## src/rtl/isz_dr_seq.sv

```systemverilog
// ISZ read-modify-write sequencer for the basic computer DR path:
// fetch M[addr] into DR, increment, write back, report skip-if-zero.
module isz_dr_seq #(
    parameter int unsigned AW       = 12,
    parameter int unsigned DW       = 16,
    parameter int unsigned MAX_WAIT = 15
) (
    input  logic          CLK,
    input  logic          CLR_n,
    input  logic          start,
    input  logic [AW-1:0] addr,
    output logic          busy,
    output logic          done,
    output logic          skip,
    output logic          err,
    output logic          mem_rd,
    output logic          mem_wr,
    output logic [AW-1:0] mem_addr,
    output logic [DW-1:0] mem_wdata,
    input  logic [DW-1:0] mem_rdata,
    input  logic          mem_ack,
    output logic          dr_ld,
    output logic          dr_inr,
    output logic [DW-1:0] dr_in,
    input  logic [DW-1:0] dr_q
);

    localparam int unsigned CW = 8;

    typedef enum logic [2:0] {
        S_IDLE = 3'd0,
        S_RD   = 3'd1,
        S_LOAD = 3'd2,
        S_INCR = 3'd3,
        S_WR   = 3'd4,
        S_DONE = 3'd5
    } state_t;

    state_t          r_state;
    logic [AW-1:0]   r_addr;
    logic [DW-1:0]   r_rdata;
    logic [CW-1:0]   r_cnt;
    logic            r_err;
    logic            w_timeout;

    // Last cycle of a strobe that has waited MAX_WAIT cycles without ack
    assign w_timeout = (r_cnt == CW'(MAX_WAIT - 1));

    always_ff @(posedge CLK or negedge CLR_n) begin
        if (!CLR_n) begin
            r_state <= S_IDLE;
            r_addr  <= '0;
            r_rdata <= '0;
            r_cnt   <= '0;
            r_err   <= 1'b0;
        end else begin
            case (r_state)
                S_IDLE: begin
                    if (start) begin
                        r_addr  <= addr;
                        r_err   <= 1'b0;
                        r_cnt   <= '0;
                        r_state <= S_RD;
                    end
                end
                S_RD: begin
                    if (mem_ack) begin
                        r_rdata <= mem_rdata;
                        r_state <= S_LOAD;
                    end else if (w_timeout) begin
                        r_err   <= 1'b1;
                        r_cnt   <= '0;
                        r_state <= S_DONE;
                    end else begin
                        r_cnt <= r_cnt + CW'(1);
                    end
                end
                S_LOAD: r_state <= S_INCR;
                S_INCR: begin
                    r_cnt   <= '0;
                    r_state <= S_WR;
                end
                S_WR: begin
                    if (mem_ack) begin
                        r_state <= S_DONE;
                    end else if (w_timeout) begin
                        r_err   <= 1'b1;
                        r_cnt   <= '0;
                        r_state <= S_DONE;
                    end else begin
                        r_cnt <= r_cnt + CW'(1);
                    end
                end
                S_DONE:  r_state <= S_IDLE;
                default: r_state <= S_IDLE;
            endcase
        end
    end

    // Outputs decode the state register so reset clears strobes asynchronously
    assign busy      = (r_state != S_IDLE);
    assign done      = (r_state == S_DONE);
    assign err       = done && r_err;
    assign skip      = done && !r_err && (dr_q == '0);
    assign mem_rd    = (r_state == S_RD);
    assign mem_wr    = (r_state == S_WR);
    assign mem_addr  = r_addr;
    assign mem_wdata = (r_state == S_WR) ? dr_q : '0;
    assign dr_ld     = (r_state == S_LOAD);
    assign dr_inr    = (r_state == S_INCR);
    assign dr_in     = r_rdata;

endmodule
```

## config.mk

```make
export PLATFORM = sky130hd
export DESIGN_NAME = isz_dr_seq
export DESIGN_NICKNAME = d
export VERILOG_FILES = /design/src/rtl/isz_dr_seq.sv
export SDC_FILE = /design/constraint.sdc
export NUM_CORES = 1
export LEC_CHECK = 0
export CAP_MARGIN = 15
export CORE_ASPECT_RATIO = 1.75
export CORE_UTILIZATION = 40
export DETAILED_ROUTE_END_ITERATION = 16
export PLACE_DENSITY = 0.9
export SLEW_MARGIN = 0
export SYNTH_ARGS = -nofsm -noshare
export SYNTH_HDL_FRONTEND = slang
export SYNTH_SLANG_ARGS = --single-unit
```

## constraint.sdc

```tcl
create_clock -name CLK -period 2.2 [get_ports CLK]
set_input_delay 0.44 -clock CLK [delete_from_list [all_inputs] [get_ports CLK]]
set_output_delay 0.44 -clock CLK [all_outputs]
set_load 0.01 [all_outputs]
```

# Word-level counts from Yosys, hierarchy flattened
# Cells that the tools add are included.
# classes
n_addsub,1
n_eq_ne,9
muxes,14
reduce_logical,14
# ops
op,n
8-bit 2-to-1 mux,3
8-bit case mux with 3 select lines,1
16-bit zero test,1
16-bit 2-to-1 mux,1
3-bit case mux with 5 select lines,1
3-bit 2-to-1 mux,4
"8-bit by 1-bit adder with 8-bit output, second input constant",1
"8-bit by 4-bit equality test with 1-bit output, second input constant",1
"3-bit by 2-bit equality test with 1-bit output, second input constant",2
"3-bit equality test, second input constant",2
3-bit nonzero test,2
"2-bit != test, second input constant",2
2-bit AND reduction,2
4-bit AND reduction,1
"3-bit by 1-bit equality test with 1-bit output, second input constant",1
1-bit logical AND,3
3-bit zero test,1
1-bit 2-to-1 mux,3
3-bit AND reduction,1
"2-bit by 1-bit != test with 1-bit output, second input constant",1
1-bit case mux with 2 select lines,1
2-bit nonzero test,1
2-bit OR reduction,1
1-bit zero test,1
# word_totals
regBits,40
word_cells,43

# Logic depth before layout (Yosys ltp)
# logic_depth
word_depth,4
ltp_mapped,6

# Worst setup path after synthesis
# OpenSTA, ideal clock, no wires.
# synth_timing
path_kind,register -> output
start,register r_state[0]
end,output mem_wdata[10]
arrival_ps,1372
setup_slack_ps,388
stages_incl_launch_ff,5
path_cell_list,dfrtp_1 > nand2b_1 > nor2_1 > clkbuf_1 > and2_1
# synth_between
elab_chain_len,2
# synth_lines
item,line,rtl
start: declaration,39,state_t r_state;
start signal: assignment,51,r_state <= S_IDLE;
start signal: assignment,63,r_state <= S_RD;
start signal: assignment,69,r_state <= S_LOAD;
3-bit equality test,-,
named net mem_wr,17,"output logic mem_wr,"
16-bit 2-to-1 mux,108,assign mem_wdata = (r_state == S_WR) ? dr_q : '0;
end: declaration,19,"output logic [DW-1:0] mem_wdata,"
# The timed path passes the listed nets, and every way through them passes these cells.

# Worst setup path in the final report
# layout_timing
start,register r_state[2]
end,output mem_rd
# layout_between
elab_chain_len,1
# layout_lines
item,line,rtl
3-bit by 1-bit equality test with 1-bit output,105,assign mem_rd = (r_state == S_RD);
end: declaration,16,"output logic mem_rd,"
# Every way passes these cells.

==> results.py <==
metrics = {
    "status": {
        "status": "complete, no violations",
    },
    "grt": {
        "antenna_found_initial": 0,
        "grt_overflow": 0,
        "grt_usage_pct": 21.0,
        "grt_max_degree": 41,
        "grt_pass1_wl_um": 7670,
        "first_global_vias": 1754,
    },
    "cts": {
        "clock_latency_ns": 0.28,
        "clock_tree.htree_level_count": 2,
        "path_clk_slew_ns": 0.07,
        "clk_path_buf_depth": 2,
        "cts_root_buf": "clkbuf_8",
        "numClockSinks": 40,
        "cts_tree": "built",
        "cts_buffers": 5,
        "hold_buffers": 0,
    },
    "setup_path": {
        "rr_worst_depth": 7,
        "cp_slowest_cell": "clkdlybuf4s50_1",
        "cp_max_fo": 4,
        "critical_path_class": "flip-flop to primary output",
        "r2r_setup_slack_ns": 0.33,
        "critPathLaunch": "r_state[2]",
        "crit_end": "mem_rd",
        "crit_arrival_ns": 1.69,
        "timing.rr.start": "r_cnt[0]",
        "crit_required_ns": 1.76,
        "critPathTopFamily": "buffers and inverters",
        "critPathCaptureType": "primary output",
        "cp_cell_sequence": "buf_4 -> nor2_1 -> nand2_1 -> inv_1 -> clkdlybuf4s50_1",
        "reg2reg_to": "r_cnt[2]",
        "cp.depth": 5,
        "critPathMaxStageDelay_ns": 0.54,
        "startpoint_type": "flip-flop",
        "critPathBufInv": 3,
    },
    "placed_design": {
        "portBuffers": 99,
        "hpwlAfterDp_um": 3820,
        "place_congestion": 0.835,
        "placed_area_um2": 3040,
    },
    "yosys": {
        "synth_flop_cell": "dfrtp_1",
        "syn-num-nets": 217,
        "synth_seq_area_share_pct": 51.6,
        "synth-seq-cells": 40,
        "async_flop_share_pct": 100,
        "syn_inst": 167,
        "synth_cell_types": 36,
        "syn_area_per_cell_um2": 11.6,
        "synth_enable_flop_cells": 0,
        "netlist_area_um2": 1940,
        "yosysWarnings": 0,
    },
    "timing": {
        "slew_violations": 0,
        "max_freq_ghz": 0.469,
        "finClkSkew_ns": 0.00396,
        "fin_tns_setup_ns": 0,
        "fin_crit_ns": 2.13,
        "tightest_slew_ns": 0.496,
        "period_share_pct": 96.8,
        "maxSlewHeadroom_pct": 66.9,
        "hold_viol": 0,
        "setup_viol": 0,
    },
    "floorplan": {
        "core_area_um2": 4670,
        "rows": 33,
        "die_area_um2": 5140,
        "floorplan.initialDensity_pct": 41.6,
        "dieHeight_um": 94.1,
        "io_pins": 100,
        "die_w_um": 54.7,
    },
    "detailed_routing": {
        "drc": 0,
        "wl_per_cell_um": 15.0,
        "postRouteWirelength_um": 4960,
        "ant_nets": 0,
        "drt_pass1_iterations": 4,
        "viasPerCell": 5.21,
        "drtIter0Drc": 21,
        "route.vias.total": 1725,
    },
    "pwr": {
        "leakagePower_uw": 0.00148,
        "vdd_ir_drop_max_mv": 0.691,
        "powerDensity_nw_per_um2": 1100,
    },
    "finish": {
        "antenna_cells_inserted": 0,
        "area_growth_pct": 63.0,
        "nNetsFinal": 329,
        "drive_above_1_share_pct": 22.6,
        "final_area_um2": 3160,
    },
    "worst_hold_path": {
        "worstHoldPathType": "input port to async pin",
    },
    "flow_run": {
        "max_cap_viol_count": 0,
    },
}
[Yosys cell counts, types with 2 or more instances]
cell | n | area (µm²)
nor2b_1 | 3 | 18.8
or2_2 | 3 | 18.8
clkbuf_1 | 2 | 7.51
and3_1 | 4 | 25.0
a21o_1 | 2 | 15.0
dfrtp_1 | 40 | 1000
nand2b_1 | 2 | 12.5
nor2_1 | 10 | 37.5
nor3_1 | 3 | 15.0
mux2_2 | 29 | 327
nand2_1 | 8 | 30.0
buf_2 | 2 | 10.0
ha_1 | 2 | 25.0
and2_1 | 18 | 113
a221o_1 | 6 | 60.1
nand3_1 | 3 | 15.0
nor4_1 | 4 | 25.0
nor2_2 | 2 | 12.5
inv_1 | 7 | 26.3
[layout make-up]
type                    count  area (µm²)
fillers                   348        1500
well taps                  52        65.1
inverters                   7        26.3
flip-flops and latches     40        1000
clock buffers               6        72.6
repair buffers            111        1080
multi-input cells         114         910
clock inverters             1        5.00
[what timing repair did]
item / 4_1_cts / 5_1_grt
endpoints found under the setup margin: 19 / 7
setup buffers: 4 / 0
resized for setup: 21 / 8
pin swaps: 1 / 0
[flip-flops by register name, indices dropped and copies added, names as in the netlist]
register	count
dr_in	16
mem_addr	12
r_cnt	8
r_state	3
r_err	1
[placed cells by master (no fill, tap or decap), types with 5 or more instances in the layout]
cell,n
buf_4,10
dfrtp_1,39
dlygate4sd2_1,14
dlymetal6s2s_1,5
a221o_1,6
mux2_2,29
nand2_1,8
nor2_1,10
inv_1,6
and2_1,18
clkbuf_8,5
clkdlybuf4s50_1,78
[worst min path at each step]
| stage | startpoint | endpoint | slack, ns |
|---|---|---|---|
| floorplan | CLR_n | dr_in[0] | 0.14 |
| detailed placement | mem_addr[9] | mem_addr[9] | 0.50 |
| finish | CLR_n | r_cnt[4] | 0.21 |
| CTS | CLR_n | mem_addr[9] | 0.22 |
| global route | CLR_n | mem_addr[10] | 0.25 |
| global placement | mem_addr[4] | mem_addr[4] | 0.49 |
[stage by stage]
step | cells | total power [µW] | utilization (%) | setup slack (ns) | hold slack, ns
6_report | 331 | 3490 | 67.8 | 0.0697 | 0.206
3_5_place_dp | 320 | 3060 | 65.1 | -0.311 | 0.496
5_1_grt | 331 | 3720 | 67.8 | -0.00719 | 0.246
2_1_floorplan | 167 | 2080 | - | 0.388 | 0.144
3_3_place_gp | 320 | 3010 | 65.1 | -0.271 | 0.488
4_1_cts | 331 | 3530 | 67.5 | 0.000559 | 0.216
[worst reg2reg max path, delay by kind of cell (launching register included)]
kind                     cells  cell delay [ns]
adder cells (fa/ha/maj)      1             0.13
AO/OA/AOI/OAI                2             0.35
flip-flops                   1             0.41
AND/OR/NAND/NOR              2             0.62
buffers and inverters        2             0.26
[cells by family after synthesis]
| family | Yosys count | synth area share [%] |
|---|---|---|
| compound gates | 17 | 7.80 |
| buf+inv | 13 | 2.84 |
| simple gates | 66 | 19.7 |
| mux | 29 | 16.8 |
| flops | 40 | 51.6 |
| fa+ha+maj | 2 | 1.29 |
[report_power, final]
group          internal (µW)  total (µW)  leakage (µW)  switching [µW]
registers               1050        1230      0.000491             178
clock network            215         443     0.0000410             227
logic                   1100        1820      0.000946             726
total                   2360        3490       0.00148            1130
[layer usage]
layer	up-vias	routed length, µm	track usage [%]
li1	814	-	-
met1	833	1650	19.4
met2	66	2880	40.4
met3	12	295	2.75
met4	0	131	10.5
met5	-	0	0
Power figures use the tool's default switching activity.
